===== src/rtl/fetch_pkg.sv =====
// Shared constants and the default-width queue entry layout for the
// instruction fetch front-end.
package fetch_pkg;

  localparam int PC_STEP     = 4;
  localparam int PC_LSB_MASK = 3;

  typedef struct packed {
    logic [31:0] instr;
    logic [31:0] pc;
  } fetch_entry_t;

endpackage


===== src/rtl/fetch_fifo.sv =====
// Small synchronous in-order FIFO with flush. Output is the registered head
// entry; it reads as zero while the FIFO is empty.
module fetch_fifo #(
  parameter int DEPTH = 4,
  parameter int WIDTH = 64
) (
  input  logic                   clk,
  input  logic                   rst,
  input  logic                   push,
  input  logic                   pop,
  input  logic                   flush,
  input  logic [WIDTH-1:0]       din,
  output logic [WIDTH-1:0]       dout,
  output logic                   empty,
  output logic [$clog2(DEPTH):0] count
);

  localparam int PW = $clog2(DEPTH);
  localparam int CW = PW + 1;

  logic [WIDTH-1:0] mem_q [DEPTH];
  logic [WIDTH-1:0] mem_d [DEPTH];
  logic [PW-1:0]    wr_ptr_q, wr_ptr_d;
  logic [PW-1:0]    rd_ptr_q, rd_ptr_d;
  logic [CW-1:0]    count_q, count_d;

  always_comb begin
    mem_d    = mem_q;
    wr_ptr_d = wr_ptr_q;
    rd_ptr_d = rd_ptr_q;
    count_d  = count_q;
    if (flush) begin
      wr_ptr_d = '0;
      rd_ptr_d = '0;
      count_d  = '0;
    end else begin
      if (push) begin
        mem_d[wr_ptr_q] = din;
        wr_ptr_d        = wr_ptr_q + PW'(1);
      end
      if (pop) begin
        rd_ptr_d = rd_ptr_q + PW'(1);
      end
      count_d = count_q + CW'(push) - CW'(pop);
    end
  end

  always_ff @(posedge clk or negedge rst) begin
    if (!rst) begin
      mem_q    <= '{default: '0};
      wr_ptr_q <= '0;
      rd_ptr_q <= '0;
      count_q  <= '0;
    end else begin
      mem_q    <= mem_d;
      wr_ptr_q <= wr_ptr_d;
      rd_ptr_q <= rd_ptr_d;
      count_q  <= count_d;
    end
  end

  assign empty = (count_q == '0);
  assign count = count_q;
  assign dout  = empty ? '0 : mem_q[rd_ptr_q];

  // Upstream credit accounting must never let a push land on a full queue.
  push_not_full_a: assert property (@(posedge clk) disable iff (!rst)
    (push && !flush && !pop) |-> (count_q < CW'(DEPTH)));

endmodule


===== src/rtl/instr_fetch_queue.sv =====
// Fetch front-end: owns the PC, issues sequential word reads under a credit
// limit, buffers responses in order and flushes on branch redirect.
module instr_fetch_queue
  import fetch_pkg::*;
#(
  parameter int               ADDR_W   = 32,
  parameter int               DATA_W   = 32,
  parameter int               DEPTH    = 4,
  parameter logic [ADDR_W-1:0] RESET_PC = '0
) (
  input  logic              clk,
  input  logic              rst,
  output logic              imem_req,
  output logic [ADDR_W-1:0] imem_addr,
  input  logic              imem_rvalid,
  input  logic [DATA_W-1:0] imem_rdata,
  input  logic              redirect_valid,
  input  logic [ADDR_W-1:0] redirect_pc,
  output logic              if_valid,
  output logic [DATA_W-1:0] if_instr,
  output logic [ADDR_W-1:0] if_pc,
  input  logic              if_ready
);

  localparam int CW = $clog2(DEPTH) + 1;

  typedef struct packed {
    logic [DATA_W-1:0] instr;
    logic [ADDR_W-1:0] pc;
  } entry_t;

  logic              started_q, started_d;
  logic [ADDR_W-1:0] fetch_pc_q, fetch_pc_d;
  logic [ADDR_W-1:0] resp_pc_q, resp_pc_d;
  logic [CW-1:0]     outstanding_q, outstanding_d;
  logic [CW-1:0]     drop_cnt_q, drop_cnt_d;

  logic [CW-1:0]     occupancy;
  logic [CW:0]       credit_used;
  logic              fifo_empty;
  logic              push, pop, resp_drop;
  logic [ADDR_W-1:0] redirect_target;
  entry_t            push_entry, head_entry;

  assign redirect_target = redirect_pc & ~ADDR_W'(PC_LSB_MASK);
  assign credit_used     = {1'b0, occupancy} + {1'b0, outstanding_q};

  // started_q keeps imem_req low while in reset and for the first cycle after.
  assign imem_req  = started_q && !redirect_valid && (credit_used < (CW+1)'(DEPTH));
  assign imem_addr = fetch_pc_q;

  assign resp_drop = imem_rvalid && (drop_cnt_q != '0);
  assign push      = imem_rvalid && (drop_cnt_q == '0) && !redirect_valid;
  assign if_valid  = !fifo_empty && !redirect_valid;
  assign pop       = if_valid && if_ready;

  assign push_entry = '{instr: imem_rdata, pc: resp_pc_q};
  assign if_instr   = head_entry.instr;
  assign if_pc      = head_entry.pc;

  always_comb begin
    started_d     = 1'b1;
    outstanding_d = outstanding_q + CW'(imem_req) - CW'(imem_rvalid);
    drop_cnt_d    = drop_cnt_q - CW'(resp_drop);
    fetch_pc_d    = imem_req ? fetch_pc_q + ADDR_W'(PC_STEP) : fetch_pc_q;
    resp_pc_d     = push ? resp_pc_q + ADDR_W'(PC_STEP) : resp_pc_q;
    if (redirect_valid) begin
      fetch_pc_d = redirect_target;
      resp_pc_d  = redirect_target;
      // The in-flight count already includes responses still marked for
      // dropping, so every surviving in-flight response becomes stale.
      drop_cnt_d = outstanding_q - CW'(imem_rvalid);
    end
  end

  always_ff @(posedge clk or negedge rst) begin
    if (!rst) begin
      started_q     <= 1'b0;
      fetch_pc_q    <= RESET_PC;
      resp_pc_q     <= RESET_PC;
      outstanding_q <= '0;
      drop_cnt_q    <= '0;
    end else begin
      started_q     <= started_d;
      fetch_pc_q    <= fetch_pc_d;
      resp_pc_q     <= resp_pc_d;
      outstanding_q <= outstanding_d;
      drop_cnt_q    <= drop_cnt_d;
    end
  end

  fetch_fifo #(
    .DEPTH (DEPTH),
    .WIDTH ($bits(entry_t))
  ) u_fifo (
    .clk   (clk),
    .rst   (rst),
    .push  (push),
    .pop   (pop),
    .flush (redirect_valid),
    .din   (push_entry),
    .dout  (head_entry),
    .empty (fifo_empty),
    .count (occupancy)
  );

endmodule


===== config.mk =====
export PLATFORM = sky130hd
export DESIGN_NAME = instr_fetch_queue
export DESIGN_NICKNAME = d
export VERILOG_FILES = /design/src/rtl/fetch_pkg.sv /design/src/rtl/fetch_fifo.sv /design/src/rtl/instr_fetch_queue.sv
export SDC_FILE = /design/constraint.sdc
export NUM_CORES = 1
export LEC_CHECK = 0
export ABC_AREA = 0
export CORE_ASPECT_RATIO = 0.9
export CORE_UTILIZATION = 60
export DETAILED_ROUTE_END_ITERATION = 10
export GPL_TIMING_DRIVEN = 1
export PLACE_DENSITY = 0.8
export SYNTH_ARGS = -nofsm -noshare
export SYNTH_HDL_FRONTEND = slang
export SYNTH_SLANG_ARGS = --single-unit

===== constraint.sdc =====
create_clock -name clk -period 7.9 [get_ports clk]
set_clock_uncertainty 0.05 [all_clocks]
set_input_delay 1.975 -clock clk [delete_from_list [all_inputs] [get_ports clk]]
set_output_delay 1.975 -clock clk [all_outputs]
set_load 0.01 [all_outputs]

==> results of run 1 <==
power breakdown:
group / switching, mW / internal (mW)
logic: 0.609 / 0.926
clock network: 0.624 / 0.901
registers: 0.291 / 1.97
cell families (layout without fill, tap and decap cells):
group / after synthesis / after routing / synth area share, %
xor+xnor: 23 / 23 / 1.27
compound gates: 94 / 94 / 4.23
mux: 320 / 320 / 27.2
flops: 322 / 322 / 51.0
simple gates: 290 / 290 / 10.7
other cells: 2 / 5 / 0.0475
fa+ha+maj: 18 / 18 / 1.52
buf+inv: 112 / 248 / 4.05
cell type report:
cell class,instances,area (um^2)
Clock buffer,50,992
Timing Repair Buffer,172,1700
Multi-Input combinational cell,750,7120
Sequential cell,322,8060
Inverter,19,71.3
Fill cell,1709,7090
Clock inverter,7,63.8
Tap cell,342,428
stage by stage:
step	total power, mW	setup slack [ns]	std cells	util, %	hold WS [ns]
5_1_grt	5.59	2.35	1662	72.2	0.460
2_1_floorplan	3.21	2.63	1184	-	0.424
4_1_cts	5.36	2.48	1662	72.2	0.450
6_report	5.32	2.59	1662	72.2	0.449
3_3_place_gp	3.76	2.66	1605	68.1	0.432
3_5_place_dp	3.82	2.65	1605	68.1	0.437
cell usage in the layout, fill, tap and decap left out, types with 9 or more instances in the layout:
master / Yosys / routed
a211oi_1: 17 / 17
a21oi_1: 17 / 17
a31oi_1: 14 / 14
and2_1: 66 / 66
and3_1: 13 / 13
and4_1: 19 / 19
buf_4: 4 / 11
clkbuf_1: 40 / 9
clkbuf_16: 0 / 35
clkdlybuf4s50_1: 0 / 158
dfrtp_1: 322 / 320
ha_1: 16 / 16
inv_1: 19 / 18
mux2_2: 256 / 256
mux4_2: 62 / 62
nand2_1: 34 / 34
nand3_1: 20 / 20
nand4_1: 22 / 22
nor2_1: 38 / 38
nor3_1: 18 / 18
nor4_1: 15 / 15
o31ai_1: 9 / 9
or4_1: 13 / 13
xnor2_1: 16 / 16
state kept, by name (all words and copies together) (netlist names):
register	count
u_fifo.rd_ptr_q	2
outstanding_q	3
u_fifo.wr_ptr_q	2
u_fifo.count	3
started_q	1
imem_addr	30
drop_cnt_q	3
u_fifo.mem_q	248
resp_pc_q	30
per-layer routing:
layer	vias to the layer above	global-route usage (%)	share of wire [%]
li1	4587	-	-
met1	5341	37.9	43
met2	360	44.6	49
met3	67	3.97	5.6
met4	0	7.71	2.3
met5	-	0	0
final timing paths:
| check | from | cells past startpoint | slack (ns) | endpoint |
|---|---|---|---|---|
| worst max register to register | outstanding_q[2] | 5 | 4.97 | imem_addr[29] |
| max in group asynchronous | rst | 2 | 4.91 | u_fifo.rd_ptr_q[0] |
| min in group asynchronous | rst | 1 | 1.45 | u_fifo.mem_q[239] |
| worst max-delay path | u_fifo.rd_ptr_q[0] | 4 | 2.59 | if_pc[17] |
| worst min-delay path | u_fifo.mem_q[20] | 1 | 0.45 | u_fifo.mem_q[20] |
| worst min register to register | u_fifo.mem_q[20] | 1 | 0.45 | u_fifo.mem_q[20] |
worst max-delay path, cell delays in order, from the launching register on:
cell and delay [ns]:
dfrtp_4 0.98, buf_4 0.56, mux4_2 0.59, and2_1 0.17, clkdlybuf4s50_1 0.47
==> impl_metrics.prom, run 1 <==
# TYPE chip_impl_metric gauge
chip_impl_info{name="synth_top_cells_by_count",value="322 x dfrtp_1, 256 x mux2_2, 66 x and2_1, 62 x mux4_2, 40 x clkbuf_1"} 1
chip_impl_metric{name="clk_transition_reported_paths",unit="ns"} 0.06
chip_impl_metric{name="insertion_delay",unit="ns"} 0.50
chip_impl_metric{name="groute.usage.overall",unit="%"} 27.1
chip_impl_metric{name="syn_area",unit="mm^2"} 0.0158
chip_impl_metric{name="path_max_fanout",unit=""} 41
chip_impl_metric{name="antenna_found_initial",unit=""} 0
chip_impl_metric{name="cts_post_setup_buffers_inserted",unit=""} 0
chip_impl_info{name="rsz0062_at_grt",value="false"} 1
chip_impl_metric{name="finalWeightedCongestion",unit=""} 0.876
chip_impl_metric{name="min_period",unit="ns"} 5.31
chip_impl_metric{name="maxSlewViolCount",unit=""} 0
chip_impl_metric{name="crit_arrival",unit="ns"} 3.28
chip_impl_metric{name="synth.yosys.warnings",unit=""} 0
chip_impl_metric{name="pin_count_of_the_biggest_net_entering_global_routing",unit=""} 158
chip_impl_metric{name="core.rowCount",unit=""} 55
chip_impl_metric{name="critPathRequiredTime",unit="ns"} 5.88
chip_impl_metric{name="post_synth.cell_area_avg",unit="um^2"} 13.4
chip_impl_metric{name="seq_area_frac_synth",unit="%"} 51.0
chip_impl_metric{name="detail-route-antenna-nets",unit=""} 0
chip_impl_metric{name="worst_ir_drop_vdd",unit="mV"} 0.188
chip_impl_metric{name="finalHoldViolations",unit=""} 0
chip_impl_metric{name="h-tree-depth",unit=""} 2
chip_impl_metric{name="drt-pass1-iter-count",unit=""} 5
chip_impl_metric{name="fp.coreArea",unit="mm^2"} 0.0255
chip_impl_metric{name="die_x",unit="um"} 173
chip_impl_metric{name="totalNegativeSetupSlack",unit="ns"} 0
chip_impl_metric{name="detailedPlacementHpwl",unit="um"} 22100
chip_impl_metric{name="grt_first_pass_wirelength",unit="um"} 57700
chip_impl_info{name="synth_area_leaders",value="dfrtp_1 51%, mux2_2 18%, mux4_2 8.8%"} 1
chip_impl_info{name="synthMostInstantiatedCell",value="dfrtp_1"} 1
chip_impl_metric{name="postSynthRegisterBits",unit=""} 322
chip_impl_metric{name="detail_route.vias_per_cell",unit=""} 6.23
chip_impl_metric{name="post-route-cell-area",unit="mm^2"} 0.0184
chip_impl_metric{name="vias",unit=""} 10355
chip_impl_metric{name="placed_cell_area",unit="mm^2"} 0.0174
chip_impl_metric{name="wire_per_inst",unit="um"} 21.3
chip_impl_info{name="cts_tree",value="built"} 1
chip_impl_info{name="worst_setup_path_end_kind",value="output port"} 1
chip_impl_info{name="outcome",value="finished clean"} 1
chip_impl_info{name="worst_setup_path_start_kind",value="flip-flop"} 1
chip_impl_metric{name="setup_viol",unit=""} 0
chip_impl_metric{name="initial_utilization",unit="%"} 61.9
chip_impl_metric{name="areaGrowthSynthToFinish",unit="%"} 16.7
chip_impl_metric{name="gr-total-overflow",unit=""} 0
chip_impl_metric{name="maxCapViolCount",unit=""} 0
chip_impl_metric{name="die-area",unit="mm^2"} 0.0270
chip_impl_info{name="crit_type",value="flip-flop to output port"} 1
chip_impl_metric{name="cts_hold_buffers",unit=""} 0
chip_impl_info{name="postSynth.topFlopCell",value="dfrtp_1"} 1
chip_impl_metric{name="number_of_global_route_vias_before_repair",unit=""} 10597
chip_impl_metric{name="post_route_cells_drive_above_1_share",unit="%"} 30.2
chip_impl_metric{name="tritoncts_num_sinks",unit=""} 322
chip_impl_info{name="synth_area_leader_cell",value="dfrtp_1"} 1
chip_impl_metric{name="die_height",unit="um"} 156
chip_impl_metric{name="drt_total_wl",unit="um"} 35400
chip_impl_metric{name="clock.fmax",unit="MHz"} 188
chip_impl_metric{name="io_pins",unit=""} 167
chip_impl_metric{name="cts.repair.resized",unit=""} 0
chip_impl_metric{name="min_period_over_period",unit="%"} 67.2
chip_impl_metric{name="synth_top_area_share",unit="%"} 51.0
chip_impl_metric{name="max_slew.worst_pin.slew",unit="ns"} 1.02
chip_impl_info{name="cts-root-buf",value="clkbuf_16"} 1
chip_impl_info{name="worst_hold_path_type",value="flip-flop to flip-flop"} 1
chip_impl_metric{name="drt_iter0_drc",unit=""} 859
chip_impl_metric{name="synth_instances",unit=""} 1181
chip_impl_metric{name="port_buffers",unit=""} 160
chip_impl_metric{name="synth-async-reset-ratio",unit="%"} 100
chip_impl_metric{name="power.static_leakage",unit="nW"} 8.20
chip_impl_metric{name="clockBufferDepth",unit=""} 3
chip_impl_metric{name="nNetsFinal",unit=""} 1386
chip_impl_metric{name="synth-edff-count",unit=""} 0
chip_impl_metric{name="ys_types",unit=""} 55
chip_impl_metric{name="cts-buffers-inserted",unit=""} 34
chip_impl_metric{name="power_density",unit="mW/mm^2"} 288
chip_impl_metric{name="worst_slew_margin_rel",unit="%"} 31.1
chip_impl_metric{name="post-route-drc-count",unit=""} 0
chip_impl_metric{name="insertedDiodeCount",unit=""} 0
No activity file was read; power rests on OpenSTA's default activity.
==> inputs of run 2 (changes only) <==
--- a/config.mk
+++ b/config.mk
@@ -7,10 +7,10 @@
 export LEC_CHECK = 0
 export ABC_AREA = 0
 export CORE_ASPECT_RATIO = 0.9
-export CORE_UTILIZATION = 60
+export CORE_UTILIZATION = 57
 export DETAILED_ROUTE_END_ITERATION = 10
 export GPL_TIMING_DRIVEN = 1
-export PLACE_DENSITY = 0.8
+export PLACE_DENSITY = 0.76
 export SYNTH_ARGS = -nofsm -noshare
 export SYNTH_HDL_FRONTEND = slang
 export SYNTH_SLANG_ARGS = --single-unit
==> constraint.sdc (replaced) <==
create_clock -name clk -period 5.34 [get_ports clk]
set_clock_uncertainty 0.05 [all_clocks]
set_input_delay 1.335 -clock clk [delete_from_list [all_inputs] [get_ports clk]]
set_output_delay 1.335 -clock clk [all_outputs]
set_load 0.01 [all_outputs]
==> run 2 against run 1 <==
  * Wire length decreased by 2.3%
  * Critical path type unchanged
  * Critical path depth increased by 1
  * Global-route usage decreased by 1.7 points
  * Largest power group unchanged
  * Count of clock-buffer cells in the layout increased by 6
  * Via count decreased by 0.29%
  * Hold slack about the same
  * Largest cell class unchanged
  * Register-to-register slack got worse by 2.6 ns
  * Sequential power increased by 46%
  * Die area increased by 5.2%
  * Power increased by 50%
==> impl_metrics.prom, run 2 (same netlist as run 1, synthesis figures left out) <==
# TYPE chip_impl_metric gauge
chip_impl_metric{name="maxSlewViolCount",unit=""} 0
chip_impl_metric{name="insertedDiodeCount",unit=""} 0
chip_impl_metric{name="sequentialPowerShare",unit="%"} 41.6
chip_impl_metric{name="post_route_cells_drive_above_1_share",unit="%"} 30.2
chip_impl_metric{name="detail_route.vias_per_cell",unit=""} 6.14
chip_impl_metric{name="power_frac_comb",unit="%"} 28.9
chip_impl_metric{name="maxCapViolCount",unit=""} 0
chip_impl_metric{name="power.static_leakage",unit="nW"} 8.25
chip_impl_metric{name="io_pins",unit=""} 167
chip_impl_metric{name="switching_share",unit="%"} 28.1
chip_impl_metric{name="vias",unit=""} 10325
chip_impl_metric{name="internal_pwr_total",unit="mW"} 5.73
chip_impl_info{name="timing.critical_path.max_delay_family",value="simple AND/OR/NAND/NOR gates"} 1
chip_impl_info{name="critical-path-slowest-cell",value="nor4b_2"} 1
chip_impl_metric{name="number_of_global_route_vias_before_repair",unit=""} 10519
chip_impl_metric{name="cts.repair.resized",unit=""} 0
chip_impl_metric{name="nNetsFinal",unit=""} 1392
chip_impl_metric{name="cts_post_setup_buffers_inserted",unit=""} 0
chip_impl_metric{name="max_slew.worst_pin.slew",unit="ns"} 0.985
chip_impl_metric{name="min_period_over_period",unit="%"} 82.3
chip_impl_metric{name="setup_viol",unit=""} 0
chip_impl_metric{name="critical_path.max_stage_delay",unit="ns"} 0.61
chip_impl_metric{name="drt_iter0_drc",unit=""} 737
chip_impl_metric{name="cp.depth",unit=""} 5
chip_impl_metric{name="worst_slew_margin_rel",unit="%"} 33.7
chip_impl_metric{name="die-area",unit="mm^2"} 0.0284
chip_impl_metric{name="finalWeightedCongestion",unit=""} 0.841
chip_impl_info{name="outcome",value="finished clean"} 1
chip_impl_info{name="crit_type",value="flip-flop to output port"} 1
chip_impl_info{name="layout.cells.most_common_list",value="320 x dfrtp_1, 256 x mux2_2, 158 x clkdlybuf4s50_1"} 1
chip_impl_info{name="reg2reg_from",value="outstanding_q[2]"} 1
chip_impl_metric{name="areaGrowthSynthToFinish",unit="%"} 17.7
chip_impl_metric{name="gr-total-overflow",unit=""} 0
chip_impl_metric{name="insertion_delay",unit="ns"} 0.51
chip_impl_info{name="worst_setup_path_start_kind",value="flip-flop"} 1
chip_impl_metric{name="pin_count_of_the_biggest_net_entering_global_routing",unit=""} 89
chip_impl_metric{name="grt_first_pass_wirelength",unit="um"} 56800
chip_impl_metric{name="post-route-drc-count",unit=""} 0
chip_impl_info{name="worst_hold_path_type",value="flip-flop to flip-flop"} 1
chip_impl_metric{name="h-tree-depth",unit=""} 2
chip_impl_metric{name="antenna_found_initial",unit=""} 1
chip_impl_info{name="crit_chain",value="ha_1 > nor4b_2 > nand2_1 > nor2_1 > clkdlybuf4s50_1"} 1
chip_impl_metric{name="cts_hold_buffers",unit=""} 0
chip_impl_info{name="cts-root-buf",value="clkbuf_16"} 1
chip_impl_metric{name="cts-buffers-inserted",unit=""} 34
chip_impl_metric{name="postLayoutCoreUtil",unit="%"} 68.6
chip_impl_metric{name="cp.buffers_inverters",unit=""} 1
chip_impl_info{name="endpoint",value="imem_req"} 1
chip_impl_metric{name="r2r.worst_path.cells",unit=""} 5
chip_impl_info{name="cts_tree",value="built"} 1
chip_impl_metric{name="totalNegativeSetupSlack",unit="ns"} 0
chip_impl_metric{name="fp.coreArea",unit="mm^2"} 0.0271
chip_impl_metric{name="crit_arrival",unit="ns"} 3.01
chip_impl_metric{name="groute.usage.overall",unit="%"} 25.4
chip_impl_metric{name="clockBufferDepth",unit=""} 3
chip_impl_info{name="biggest_register",value="u_fifo.mem_q"} 1
chip_impl_metric{name="rrSetupSlack",unit="ns"} 2.40
chip_impl_metric{name="final.hold.worst_slack",unit="ns"} 0.449
chip_impl_metric{name="wire_per_inst",unit="um"} 20.6
chip_impl_metric{name="critPathRequiredTime",unit="ns"} 3.95
chip_impl_metric{name="largest_register_ff_count",unit=""} 248
chip_impl_metric{name="worst_ir_drop_vdd",unit="mV"} 0.286
chip_impl_info{name="worstSetupStartpoint",value="outstanding_q[2]"} 1
chip_impl_metric{name="drt_total_wl",unit="um"} 34600
chip_impl_metric{name="port_buffers",unit=""} 160
chip_impl_metric{name="die_height",unit="um"} 160
chip_impl_metric{name="core.rowCount",unit=""} 57
chip_impl_metric{name="detailedPlacementHpwl",unit="um"} 21800
chip_impl_metric{name="finalHoldViolations",unit=""} 0
chip_impl_metric{name="die_x",unit="um"} 178
chip_impl_info{name="rsz0062_at_grt",value="false"} 1
chip_impl_metric{name="n_fill_cell",unit=""} 1950
chip_impl_metric{name="tritoncts_num_sinks",unit=""} 322
chip_impl_metric{name="clk_transition_reported_paths",unit="ns"} 0.06
chip_impl_metric{name="min_period",unit="ns"} 4.40
chip_impl_metric{name="detail-route-antenna-nets",unit=""} 0
chip_impl_metric{name="initial_utilization",unit="%"} 58.3
chip_impl_metric{name="path_max_fanout",unit=""} 8
chip_impl_metric{name="clock_power_share",unit="%"} 29.5
chip_impl_metric{name="switching_power",unit="mW"} 2.24
chip_impl_info{name="critical_path.reg2reg.endpoint",value="imem_addr[20]"} 1
chip_impl_metric{name="clock.fmax",unit="MHz"} 228
chip_impl_metric{name="drt-pass1-iter-count",unit=""} 5
chip_impl_info{name="mostFrequentLayoutCell",value="dfrtp_1"} 1
chip_impl_metric{name="power_density",unit="mW/mm^2"} 428
chip_impl_info{name="worst_setup_path_end_kind",value="output port"} 1
run 2: layout make-up:
class	instances	area (um^2)	share of cell area (%)
flip-flops and latches	322	8060	43.4
multi-input cells	750	7120	38.3
repair buffers	178	1790	9.61
clock buffers	56	1050	5.63
well taps	354	443	2.38
inverters	19	71.3	0.384
clock inverters	3	65.1	0.350
run 2: power by group through the flow:
| stage | combinational (mW) | clock (mW) | sequential, mW |
|---|---|---|---|
| floorplan | 1.59 | 0 | 3.16 |
| global placement | 2.26 | 0 | 3.32 |
| detailed placement | 2.32 | 0 | 3.34 |
| CTS | 2.34 | 2.40 | 3.31 |
| global route | 2.51 | 2.50 | 3.38 |
| finish | 2.30 | 2.35 | 3.31 |
run 2: metrics by stage:
stage | power (mW) | cell area, um^2 | setup WS [ns] | cells
after floorplan | 4.75 | 15800 | 1.35 | 1184
after global placement | 5.58 | 17500 | 1.28 | 1623
after detailed placement | 5.66 | 17500 | 1.24 | 1623
after CTS | 8.05 | 18600 | 0.924 | 1682
after global routing | 8.39 | 18600 | 0.789 | 1682
final | 7.97 | 18600 | 0.944 | 1682
run 2: worst min-delay path by stage:
| stage | from | endpoint | slack (ns) | depth (start not counted) |
|---|---|---|---|---|
| floorplan | u_fifo.mem_q[100] | u_fifo.mem_q[100] | 0.42 | 1 |
| global placement | u_fifo.mem_q[68] | u_fifo.mem_q[68] | 0.43 | 1 |
| detailed placement | u_fifo.mem_q[113] | u_fifo.mem_q[113] | 0.44 | 1 |
| CTS | u_fifo.mem_q[113] | u_fifo.mem_q[113] | 0.45 | 1 |
| global route | u_fifo.mem_q[11] | u_fifo.mem_q[11] | 0.46 | 1 |
| finish | u_fifo.mem_q[80] | u_fifo.mem_q[80] | 0.45 | 1 |
run 2: worst register-to-register path: cells and delay by family (launching register included):
family / cells / cell delay [ns]
AOI/OAI and AO/OA: 2 / 0.80
adders and majority gates: 1 / 0.33
DFF: 1 / 0.42
and+or+nand+nor: 2 / 1.22
run 2: routing by layer:
layer / routed length, um / global-route usage [%] / vias to the layer above
li1: - / - / 4623
met1: 15300 / 36.2 / 5354
met2: 17000 / 41.1 / 291
met3: 1600 / 3.57 / 57
met4: 757 / 6.99 / 0
met5: 0 / 0 / -
